File: config.mk
export PLATFORM = sky130hd
export DESIGN_NAME = wb_stream_master_flat
export DESIGN_NICKNAME = d
export VERILOG_FILES = /design/src/rtl/wb_bridge_pkg.sv /design/src/rtl/wb_interface.sv /design/src/rtl/wb_stream_master.sv /design/src/flat_wrapper.sv
export SDC_FILE = /design/constraint.sdc
export NUM_CORES = 1
export LEC_CHECK = 0
export ABC_AREA = 1
export CELL_PAD_IN_SITES_DETAIL_PLACEMENT = 1
export CELL_PAD_IN_SITES_GLOBAL_PLACEMENT = 2
export CORE_MARGIN = 2
export CORE_UTILIZATION = 28
export DETAILED_ROUTE_END_ITERATION = 8
export PLACE_DENSITY_LB_ADDON = 0.15
export REMOVE_ABC_BUFFERS = 1
export SLEW_MARGIN = 20
export SYNTH_ARGS = -nofsm -noshare
export SYNTH_HDL_FRONTEND = slang
export SYNTH_SLANG_ARGS = --single-unit
File: constraint.sdc
create_clock -name clk -period 15 [get_ports clk]
set_input_delay 3 -clock clk [delete_from_list [all_inputs] [get_ports clk]]
set_output_delay 3 -clock clk [all_outputs]
set_load 0.05 [all_outputs]
File: src/rtl/wb_bridge_pkg.sv
// Shared definitions for the Wishbone bridge blocks: the master FSM state
// encoding, the default error-read value and the response record handed to
// the host-link encoder.
package wb_bridge_pkg;

  // Master FSM states: wait for a command, run the bus cycle, present the
  // response, then one forced idle cycle so the slave can drop ack.
  typedef enum logic [1:0] {
    IDLE = 2'd0,
    BUS  = 2'd1,
    RESP = 2'd2,
    GAP  = 2'd3
  } wb_state_e;

  // Data returned for a read that no slave acknowledged.
  localparam logic [31:0] WB_ERR_DATA = 32'hDEAD_C0DE;

  // Data width of the response record shared with the host-link encoder.
  localparam int unsigned WB_RSP_DATA_WIDTH = 32;

  // One response beat as seen by the host link.
  typedef struct packed {
    logic [WB_RSP_DATA_WIDTH-1:0] dat;
    logic                         err;
    logic                         we;
  } wb_rsp_t;

endpackage

File: src/rtl/wb_interface.sv
// Wishbone classic point-to-point bundle. Naming follows the slave's view:
// dat_i is write data into the slave, dat_o is read data out of the slave.
// The master also forwards its clock and reset on the bundle.
interface wb_interface #(
  parameter int unsigned DATA_WIDTH    = 32,
  parameter int unsigned ADDRESS_WIDTH = 32
);

  logic                     clk;
  logic                     rst;
  logic [ADDRESS_WIDTH-1:0] adr;
  logic [DATA_WIDTH-1:0]    dat_i;
  logic [DATA_WIDTH-1:0]    dat_o;
  logic                     we;
  logic                     stb;
  logic                     cyc;
  logic                     ack;

  modport master (
    output clk, rst, adr, dat_i, we, stb, cyc,
    input  dat_o, ack
  );

  modport slave (
    input  clk, rst, adr, dat_i, we, stb, cyc,
    output dat_o, ack
  );

endinterface

File: src/rtl/wb_stream_master.sv
// Single-beat Wishbone classic master. Each accepted command runs exactly one
// bus cycle and produces exactly one response. A cycle that is never acked
// is closed by a timeout and reported with the error flag, so a missing
// crossbar target cannot hang the bus.
module wb_stream_master
  import wb_bridge_pkg::*;
#(
  parameter int unsigned           DATA_WIDTH     = 32,
  parameter int unsigned           ADDRESS_WIDTH  = 32,
  parameter int unsigned           TIMEOUT_CYCLES = 255,
  parameter logic [DATA_WIDTH-1:0] ERR_DATA       = DATA_WIDTH'(WB_ERR_DATA)
) (
  input  logic                     clk,
  input  logic                     rst,
  // command channel
  input  logic                     cmd_valid,
  output logic                     cmd_ready,
  input  logic                     cmd_we,
  input  logic [ADDRESS_WIDTH-1:0] cmd_adr,
  input  logic [DATA_WIDTH-1:0]    cmd_dat,
  // response channel
  output logic                     rsp_valid,
  input  logic                     rsp_ready,
  output logic [DATA_WIDTH-1:0]    rsp_dat,
  output logic                     rsp_err,
  output logic                     rsp_we,
  // bus
  wb_interface.master              m_wb,
  // statistics
  output logic [31:0]              cnt_done,
  output logic [31:0]              cnt_timeout
);

  // The timer counts BUS cycles without ack; 16 bits covers the full
  // 1..65535 timeout range. The cycle is abandoned in the cycle where the
  // timer equals TO_LAST, which makes cyc high for exactly TIMEOUT_CYCLES.
  localparam int unsigned TIMER_WIDTH = 16;
  localparam logic [TIMER_WIDTH-1:0] TO_LAST = TIMER_WIDTH'(TIMEOUT_CYCLES - 1);

  wb_state_e                r_state;
  logic [TIMER_WIDTH-1:0]   r_timer;
  logic                     r_cyc;
  logic                     r_we;
  logic [ADDRESS_WIDTH-1:0] r_adr;
  logic [DATA_WIDTH-1:0]    r_dat;
  logic                     r_rsp_valid;
  logic [DATA_WIDTH-1:0]    r_rsp_dat;
  logic                     r_rsp_err;
  logic                     r_rsp_we;
  logic [31:0]              r_cnt_done;
  logic [31:0]              r_cnt_timeout;

  logic                     w_ack;
  logic                     w_timeout;

  // Only a clean 1 is an ack; an undriven or unknown ack from an unmapped
  // decode falls through to the timeout path.
  assign w_ack     = (m_wb.ack == 1'b1);
  assign w_timeout = (r_timer == TO_LAST);

  // Command, response and bus-cycle sequencing with registered outputs.
  // NOTE: all state here uses non-blocking assignments so every branch reads
  // the pre-edge values; a blocking update would leak into later decisions
  // of the same edge. The reset branch is asynchronous, so cyc/stb fall the
  // moment rst rises rather than at the next edge.
  always_ff @(posedge clk or posedge rst) begin
    if (rst) begin
      r_state       <= IDLE;
      r_timer       <= '0;
      r_cyc         <= 1'b0;
      r_we          <= 1'b0;
      r_adr         <= '0;
      r_dat         <= '0;
      r_rsp_valid   <= 1'b0;
      r_rsp_dat     <= '0;
      r_rsp_err     <= 1'b0;
      r_rsp_we      <= 1'b0;
      r_cnt_done    <= '0;
      r_cnt_timeout <= '0;
    end else begin
      case (r_state)
        IDLE: begin
          if (cmd_valid) begin
            r_adr   <= cmd_adr;
            r_dat   <= cmd_dat;
            r_we    <= cmd_we;
            r_cyc   <= 1'b1;
            r_timer <= '0;
            r_state <= BUS;
          end
        end

        BUS: begin
          // Ack takes priority over a timeout landing in the same cycle.
          if (w_ack) begin
            r_cyc       <= 1'b0;
            r_rsp_valid <= 1'b1;
            r_rsp_dat   <= r_we ? '0 : m_wb.dat_o;
            r_rsp_err   <= 1'b0;
            r_rsp_we    <= r_we;
            r_state     <= RESP;
          end else if (w_timeout) begin
            r_cyc       <= 1'b0;
            r_rsp_valid <= 1'b1;
            r_rsp_dat   <= r_we ? '0 : ERR_DATA;
            r_rsp_err   <= 1'b1;
            r_rsp_we    <= r_we;
            r_state     <= RESP;
          end else begin
            r_timer <= r_timer + 1'b1;
          end
        end

        RESP: begin
          if (rsp_ready) begin
            r_rsp_valid <= 1'b0;
            r_cnt_done  <= r_cnt_done + 32'd1;
            if (r_rsp_err) begin
              r_cnt_timeout <= r_cnt_timeout + 32'd1;
            end
            r_state <= GAP;
          end
        end

        GAP: begin
          r_state <= IDLE;
        end

        default: begin
          r_state <= IDLE;
        end
      endcase
    end
  end

  // Ready is a decode of the registered state, gated so it reads 0 while
  // reset is held.
  assign cmd_ready = (r_state == IDLE) && !rst;

  assign rsp_valid   = r_rsp_valid;
  assign rsp_dat     = r_rsp_dat;
  assign rsp_err     = r_rsp_err;
  assign rsp_we      = r_rsp_we;
  assign cnt_done    = r_cnt_done;
  assign cnt_timeout = r_cnt_timeout;

  assign m_wb.clk   = clk;
  assign m_wb.rst   = rst;
  assign m_wb.cyc   = r_cyc;
  assign m_wb.stb   = r_cyc;
  assign m_wb.we    = r_we;
  assign m_wb.adr   = r_adr;
  assign m_wb.dat_i = r_dat;

endmodule

File: src/flat_wrapper.sv
// flat-port wrapper written by rule: the top's interface ports become plain ports
module wb_stream_master_flat import wb_bridge_pkg::*;
#(
  parameter int unsigned           DATA_WIDTH     = 32,
  parameter int unsigned           ADDRESS_WIDTH  = 32,
  parameter int unsigned           TIMEOUT_CYCLES = 255,
  parameter logic [DATA_WIDTH-1:0] ERR_DATA       = DATA_WIDTH'(WB_ERR_DATA)
)
  (clk, rst, cmd_valid, cmd_ready, cmd_we, cmd_adr, cmd_dat, rsp_valid, rsp_ready, rsp_dat, rsp_err, rsp_we, cnt_done, cnt_timeout, m_wb_clk, m_wb_rst, m_wb_adr, m_wb_dat_i, m_wb_we, m_wb_stb, m_wb_cyc, m_wb_dat_o, m_wb_ack);
  wb_interface #(.DATA_WIDTH(DATA_WIDTH), .ADDRESS_WIDTH(ADDRESS_WIDTH)) m_wb_i ();
  input  logic clk;
  input  logic rst;
  input  logic cmd_valid;
  output logic cmd_ready;
  input  logic cmd_we;
  input  logic [ADDRESS_WIDTH-1:0] cmd_adr;
  input  logic [DATA_WIDTH-1:0] cmd_dat;
  output logic rsp_valid;
  input  logic rsp_ready;
  output logic [DATA_WIDTH-1:0] rsp_dat;
  output logic rsp_err;
  output logic rsp_we;
  output logic [31:0] cnt_done;
  output logic [31:0] cnt_timeout;
  output wire logic [$bits(m_wb_i.clk)-1:0] m_wb_clk;
  output wire logic [$bits(m_wb_i.rst)-1:0] m_wb_rst;
  output wire logic [$bits(m_wb_i.adr)-1:0] m_wb_adr;
  output wire logic [$bits(m_wb_i.dat_i)-1:0] m_wb_dat_i;
  output wire logic [$bits(m_wb_i.we)-1:0] m_wb_we;
  output wire logic [$bits(m_wb_i.stb)-1:0] m_wb_stb;
  output wire logic [$bits(m_wb_i.cyc)-1:0] m_wb_cyc;
  input wire logic [$bits(m_wb_i.dat_o)-1:0] m_wb_dat_o;
  input wire logic [$bits(m_wb_i.ack)-1:0] m_wb_ack;
  assign m_wb_clk = m_wb_i.clk;
  assign m_wb_rst = m_wb_i.rst;
  assign m_wb_adr = m_wb_i.adr;
  assign m_wb_dat_i = m_wb_i.dat_i;
  assign m_wb_we = m_wb_i.we;
  assign m_wb_stb = m_wb_i.stb;
  assign m_wb_cyc = m_wb_i.cyc;
  assign m_wb_i.dat_o = m_wb_dat_o;
  assign m_wb_i.ack = m_wb_ack;
  wb_stream_master #(.DATA_WIDTH(DATA_WIDTH), .ADDRESS_WIDTH(ADDRESS_WIDTH), .TIMEOUT_CYCLES(TIMEOUT_CYCLES), .ERR_DATA(ERR_DATA)) u_core (.clk(clk), .rst(rst), .cmd_valid(cmd_valid), .cmd_ready(cmd_ready), .cmd_we(cmd_we), .cmd_adr(cmd_adr), .cmd_dat(cmd_dat), .rsp_valid(rsp_valid), .rsp_ready(rsp_ready), .rsp_dat(rsp_dat), .rsp_err(rsp_err), .rsp_we(rsp_we), .m_wb(m_wb_i), .cnt_done(cnt_done), .cnt_timeout(cnt_timeout));
endmodule
==> metrics.csv, run 1 <==
metric,value,unit
DRT iter0 DRCs,355,
relative slew slack,38.58,%
Max Cap Violations,0,
Post-route DRC,0,
IO Count,271,
nets,1447,
DR WL/cell,15.99,um
placed cell count,1712,
"flops & latches, synth",183,
Resized Gates After CTS,0,
DR vias/cell,4.455,
Routed Wire Length,27.95,mm
"Seq/Total Area, Yosys",53.16,%
Synth cell types,35,
"Warnings, synthesis",0,
first-pass iteration count of the detailed router,4,
Die Width,179.4,um
CP required,12.00,ns
Via Count,7788,
All-Layer GR Usage,17.72,%
global-route wire length before repair,45.51,mm
"commonest non-fill, non-tap cell in the layout",nand2_1,
"Core Util, Final",40.59,%
die area,32180,um2
Crit Path Class,clk -> out,
clock latency on the worst-skew pair,0.55,ns
Final ANT Viol Nets,0,
die height,179.4,um
Crit Path Max Fanout,2,
Setup TNS,0,ns
HPWL Detailed,20.05,mm
CP startpoint kind,clock port,
HP Class,reg -> reg,
CTS Hold Buffers Added,0,
worst r2r src,u_core.r_state[1],
TritonCTS clock tree,built,
gpl congestion,0.7262,
mapped cell area,8615,um2
most frequent cells in the layout,"455 x nand2_1, 270 x clkdlybuf4s50_1, 183 x dfrtp_1",
"Avg Cell Area, Syn",8.013,um2
static leakage,5.923,nW
number of global-route vias before repair,8165,
Area Overhead vs Synth,43.37,%
Site Rows,64,
Core Region,30430,um2
share of cells above drive strength 1,5.181,%
Hold Fails Final Rpt,0,
Worst Tran Pin Value,0.9179,ns
largest net degree at the start of global routing,122,
Setup crit start,clk,
CP endpoint kind,primary output,
GR Overflow Total,0,
initial antenna violation count,1,
count of final max-slew check failures,0,
clock-pin slew on the worst setup and hold paths,0.07,ns
status,"finished, final reports clean",
IO Port Bufs,270,
Pwr Density,192.2,nW/um2
post-CTS setup buffers,0,
RSZ-0062 raised after global routing,no,
Final Setup Violations,0,
starting density of the core,28.31,%
Peak VDD IR,101.6,uV
Post-Synthesis Cells,1075,
worst hold start,u_core.rsp_dat[2],
arrival time at the worst endpoint,8.43,ns
Finished Layout Cells,1748,
worst-case clock skew,0.01473,ns
-- Yosys cell counts --
| cell | instances | area (um2) |
|---|---|---|
| nand2_1 | 456 | 1712 |
| dfrtp_1 | 183 | 4579 |
| nor2_1 | 107 | 401.6 |
| inv_1 | 80 | 300.3 |
| nand3_1 | 64 | 320.3 |
| xor2_1 | 32 | 280.3 |
| o21ai_0 | 22 | 110.1 |
| nand4_1 | 17 | 106.4 |
| nor3_1 | 16 | 80.08 |
| clkbuf_1 | 15 | 56.30 |
| xnor2_1 | 14 | 122.6 |
| buf_4 | 8 | 60.06 |
| ha_1 | 7 | 87.58 |
| buf_2 | 6 | 30.03 |
| nor2_2 | 5 | 31.28 |
| a21oi_1 | 4 | 20.02 |
| nand2_2 | 4 | 25.02 |
| nand3b_1 | 4 | 30.03 |
| nor2_4 | 4 | 45.04 |
| o21ai_1 | 4 | 20.02 |
| buf_1 | 3 | 11.26 |
| inv_2 | 3 | 11.26 |
| nand2_4 | 3 | 33.78 |
| nand3_2 | 2 | 20.02 |
| o21bai_1 | 2 | 15.01 |
| a21boi_0 | 1 | 7.510 |
| clkbuf_2 | 1 | 5.000 |
| inv_6 | 1 | 8.760 |
| nand3_4 | 1 | 17.52 |
| nor2_8 | 1 | 20.02 |
| nor3_2 | 1 | 10.01 |
| nor3_4 | 1 | 16.27 |
| o211ai_1 | 1 | 7.510 |
| o22ai_1 | 1 | 6.260 |
| or2_2 | 1 | 6.260 |
-- sequential cells by signal, indices dropped and copies added, names as in the netlist --
| name | count |
|---|---|
| u_core.rsp_err | 1 |
| u_core.m_wb.we | 1 |
| u_core.cnt_timeout | 32 |
| u_core.m_wb.dat_i | 32 |
| u_core.rsp_dat | 32 |
| u_core.r_state | 2 |
| u_core.m_wb.adr | 32 |
| u_core.m_wb.cyc | 1 |
| u_core.rsp_we | 1 |
| u_core.rsp_valid | 1 |
| u_core.r_timer | 16 |
| u_core.cnt_done | 32 |
-- area by class of cell --
| type | count | area, um2 |
|---|---|---|
| diodes | 1 | 2.502 |
| well taps | 396 | 495.5 |
| multi-input cells | 775 | 3560 |
| flip-flops and latches | 183 | 4579 |
| clock buffers | 21 | 510.5 |
| repair buffers | 273 | 2723 |
| inverters | 84 | 327.8 |
| fillers | 3642 | 18080 |
| clock inverters | 15 | 152.6 |
-- kinds of logic after synthesis --
logic type	synth area share (%)
simple gates	33.38
compound gates	2.164
xor+xnor	4.677
fa+ha+maj	1.017
flops	53.16
buf+inv	5.606
-- final timing paths --
kind,end,slack [ns],cells after the start
max in group asynchronous,u_core.r_timer[12],10.56,3
worst max-delay path,m_wb_clk,3.57,3
worst max register to register,u_core.rsp_dat[31],12.23,7
worst min register to register,u_core.rsp_dat[2],0.47,2
min in group asynchronous,u_core.cnt_timeout[10],3.05,2
worst min-delay path,u_core.rsp_dat[2],0.47,2
-- stage by stage --
stage	hold WS (ns)	worst slack [ns]	area [um2]	power, mW
floorplan	0.4675	4.500	8452	1.445
global placement	0.4541	3.828	11690	1.896
detailed placement	0.4607	3.828	11690	1.907
CTS	0.4803	3.561	12340	2.416
global route	0.5030	3.549	12350	2.512
finish	0.4742	3.568	12350	2.374
-- worst max-delay path, cell delays in order --
cell and delay (ns):
clkbuf_16 0.12, clkbuf_16 0.13, clkdlybuf4s50_1 0.69
-- power by group --
group / switching [mW] / total (mW) / leakage, nW / internal (mW)
clock network: 0.246 / 0.508 / 0.324 / 0.262
registers: 0.0881 / 0.723 / 2.36 / 0.634
logic: 0.799 / 1.14 / 3.24 / 0.345
-- layer usage --
metal,share of wire (%),track usage (%)
met1,43,21.80
met3,4.7,4.741
met2,51,30.88
met5,0,0
met4,1.2,4.260
No activity file was read; power rests on OpenSTA's default activity.
==> run 2, diff against run 1 <==
--- a/config.mk
+++ b/config.mk
@@ -9,7 +9,7 @@
 export CELL_PAD_IN_SITES_DETAIL_PLACEMENT = 1
 export CELL_PAD_IN_SITES_GLOBAL_PLACEMENT = 2
 export CORE_MARGIN = 2
-export CORE_UTILIZATION = 28
+export CORE_UTILIZATION = 26
 export DETAILED_ROUTE_END_ITERATION = 8
 export PLACE_DENSITY_LB_ADDON = 0.15
 export REMOVE_ABC_BUFFERS = 1
==> constraint.sdc (replaced) <==
create_clock -name clk -period 11.3 [get_ports clk]
set_input_delay 2.26 -clock clk [delete_from_list [all_inputs] [get_ports clk]]
set_output_delay 2.26 -clock clk [all_outputs]
set_load 0.05 [all_outputs]
==> metrics.csv, run 2 (synthesis results as in run 1) <==
metric,value,unit
status,"finished, final reports clean",
die area,34610,um2
Final Setup Violations,0,
hold depth,2,
Peak VDD IR,191.6,uV
Fillers,3879,
CP required,9.04,ns
CP max stage delay,0.69,ns
largest net degree at the start of global routing,133,
relative slew slack,35.06,%
RSZ-0062 raised after global routing,no,
DR vias/cell,4.313,
Worst Hold Margin,0.4726,ns
r2r endpoint,u_core.rsp_dat[31],
Site Rows,66,
worst r2r src,u_core.r_state[1],
WHS Endpoint,u_core.rsp_dat[23],
Final ANT Viol Nets,0,
starting density of the core,26.41,%
Crit Path Class,clk -> out,
placed cell areas,11750,um2
number of global-route vias before repair,8038,
pre-CTS setup slack,2.718,ns
Die Width,186.0,um
GR Overflow Total,0,
cell-by-cell trace of the critical path,"clkbuf_16, clkbuf_16, clkdlybuf4s50_1",
HP Class,reg -> reg,
global-route wire length before repair,45.11,mm
Resized Gates After CTS,0,
worst hold start,u_core.rsp_dat[23],
"CP delay by family, top",buffers and inverters,
DR WL/cell,15.74,um
Pwr Total,3.168,mW
Post-route DRC,0,
gpl congestion,0.7216,
TritonCTS clock tree,built,
initial antenna violation count,1,
WP buf/inv,3,
clock latency on the worst-skew pair,0.56,ns
CTS Hold Buffers Added,0,
"commonest non-fill, non-tap cell in the layout",nand2_1,
IO Port Bufs,270,
static leakage,5.932,nW
CP endpoint kind,primary output,
post-CTS setup buffers,0,
cell mode on critical path,clkbuf_16,
HPWL Detailed,20.38,mm
first-pass iteration count of the detailed router,4,
Pwr Density,255.1,nW/um2
Routed Wire Length,28.24,mm
CP startpoint kind,clock port,
Max Cap Violations,0,
Core Region,32620,um2
Area Overhead vs Synth,44.14,%
worst-case clock skew,0.01255,ns
count of final max-slew check failures,0,
share of cells above drive strength 1,5.255,%
Via Count,7737,
slack of the critical path,2.454,ns
r2r worst-path depth,7,
clock-pin slew on the worst setup and hold paths,0.07,ns
DRT iter0 DRCs,318,
die height,186.0,um
All-Layer GR Usage,16.97,%
design area,12420,um2
Worst Tran Pin Value,0.9742,ns
arrival time at the worst endpoint,6.59,ns
CP max stage cell,clkdlybuf4s50_1,
Hold Fails Final Rpt,0,
reg2reg setup slack,8.50,ns
Setup TNS,0,ns
most frequent cells in the layout,"455 x nand2_1, 270 x clkdlybuf4s50_1, 183 x dfrtp_1",
IO Count,271,
Crit Path Max Fanout,2,
nets,1447,
-- run 2: cell types whose count changed in the layout (fill, tap and decap cells not counted) --
cell / change
bufinv_16: +2
nor2_2: +1
inv_6: +2
clkinv_2: +5
clkinv_8: -1
nor2_1: -1
clkbuf_8: +1
inv_8: -6
clkinv_4: -3
-- run 2: worst max path at each step --
stage | from | to | slack (ns) | depth (start not counted)
final | clk | m_wb_clk | 2.45 | 3
after global routing | clk | m_wb_clk | 2.45 | 3
after CTS | clk | m_wb_clk | 2.45 | 3
after detailed placement | clk | m_wb_clk | 2.72 | 1
after global placement | clk | m_wb_clk | 2.72 | 1
after floorplan | clk | m_wb_clk | 3.39 | 0
-- run 2: tightest hold or removal path: stages, from the launching register on --
cell and delay (ns):
dfrtp_1 0.35, nand2_1 0.05, nand2_1 0.04
-- run 2: layout make-up --
| cell class | instances | area [um2] | area share [%] |
|---|---|---|---|
| antenna | 1 | 2.502 | 0.02015 |
| clock buffer | 22 | 524.3 | 4.222 |
| clock inverter | 14 | 145.1 | 1.169 |
| inverter | 84 | 327.8 | 2.640 |
| multi-input combinational | 775 | 3562 | 28.69 |
| sequential | 183 | 4579 | 36.88 |
| tap | 442 | 553.0 | 4.454 |
| timing repair buffer | 273 | 2723 | 21.93 |
-- run 2: per-stage QoR --
| stage | instances | util (%) |
|---|---|---|
| floorplan | 1042 | - |
| global placement | 1758 | 36.01 |
| detailed placement | 1758 | 36.01 |
| CTS | 1793 | 38.04 |
| global route | 1794 | 38.07 |
| finish | 1794 | 38.07 |
-- run 2: power by group --
part	switching [mW]	total, mW	internal [mW]
combinational	1.06	1.52	0.458
clock	0.306	0.691	0.385
sequential	0.113	0.956	0.842
-- run 2: routing by layer --
metal  global-route usage (%)  part of all wire [%]  up-vias
li1                         -                     -     3845
met1                    21.34                    44     3719
met2                    28.55                    50      149
met3                    4.207                   4.7       24
met4                    5.417                   1.4        0
met5                        0                     0        -
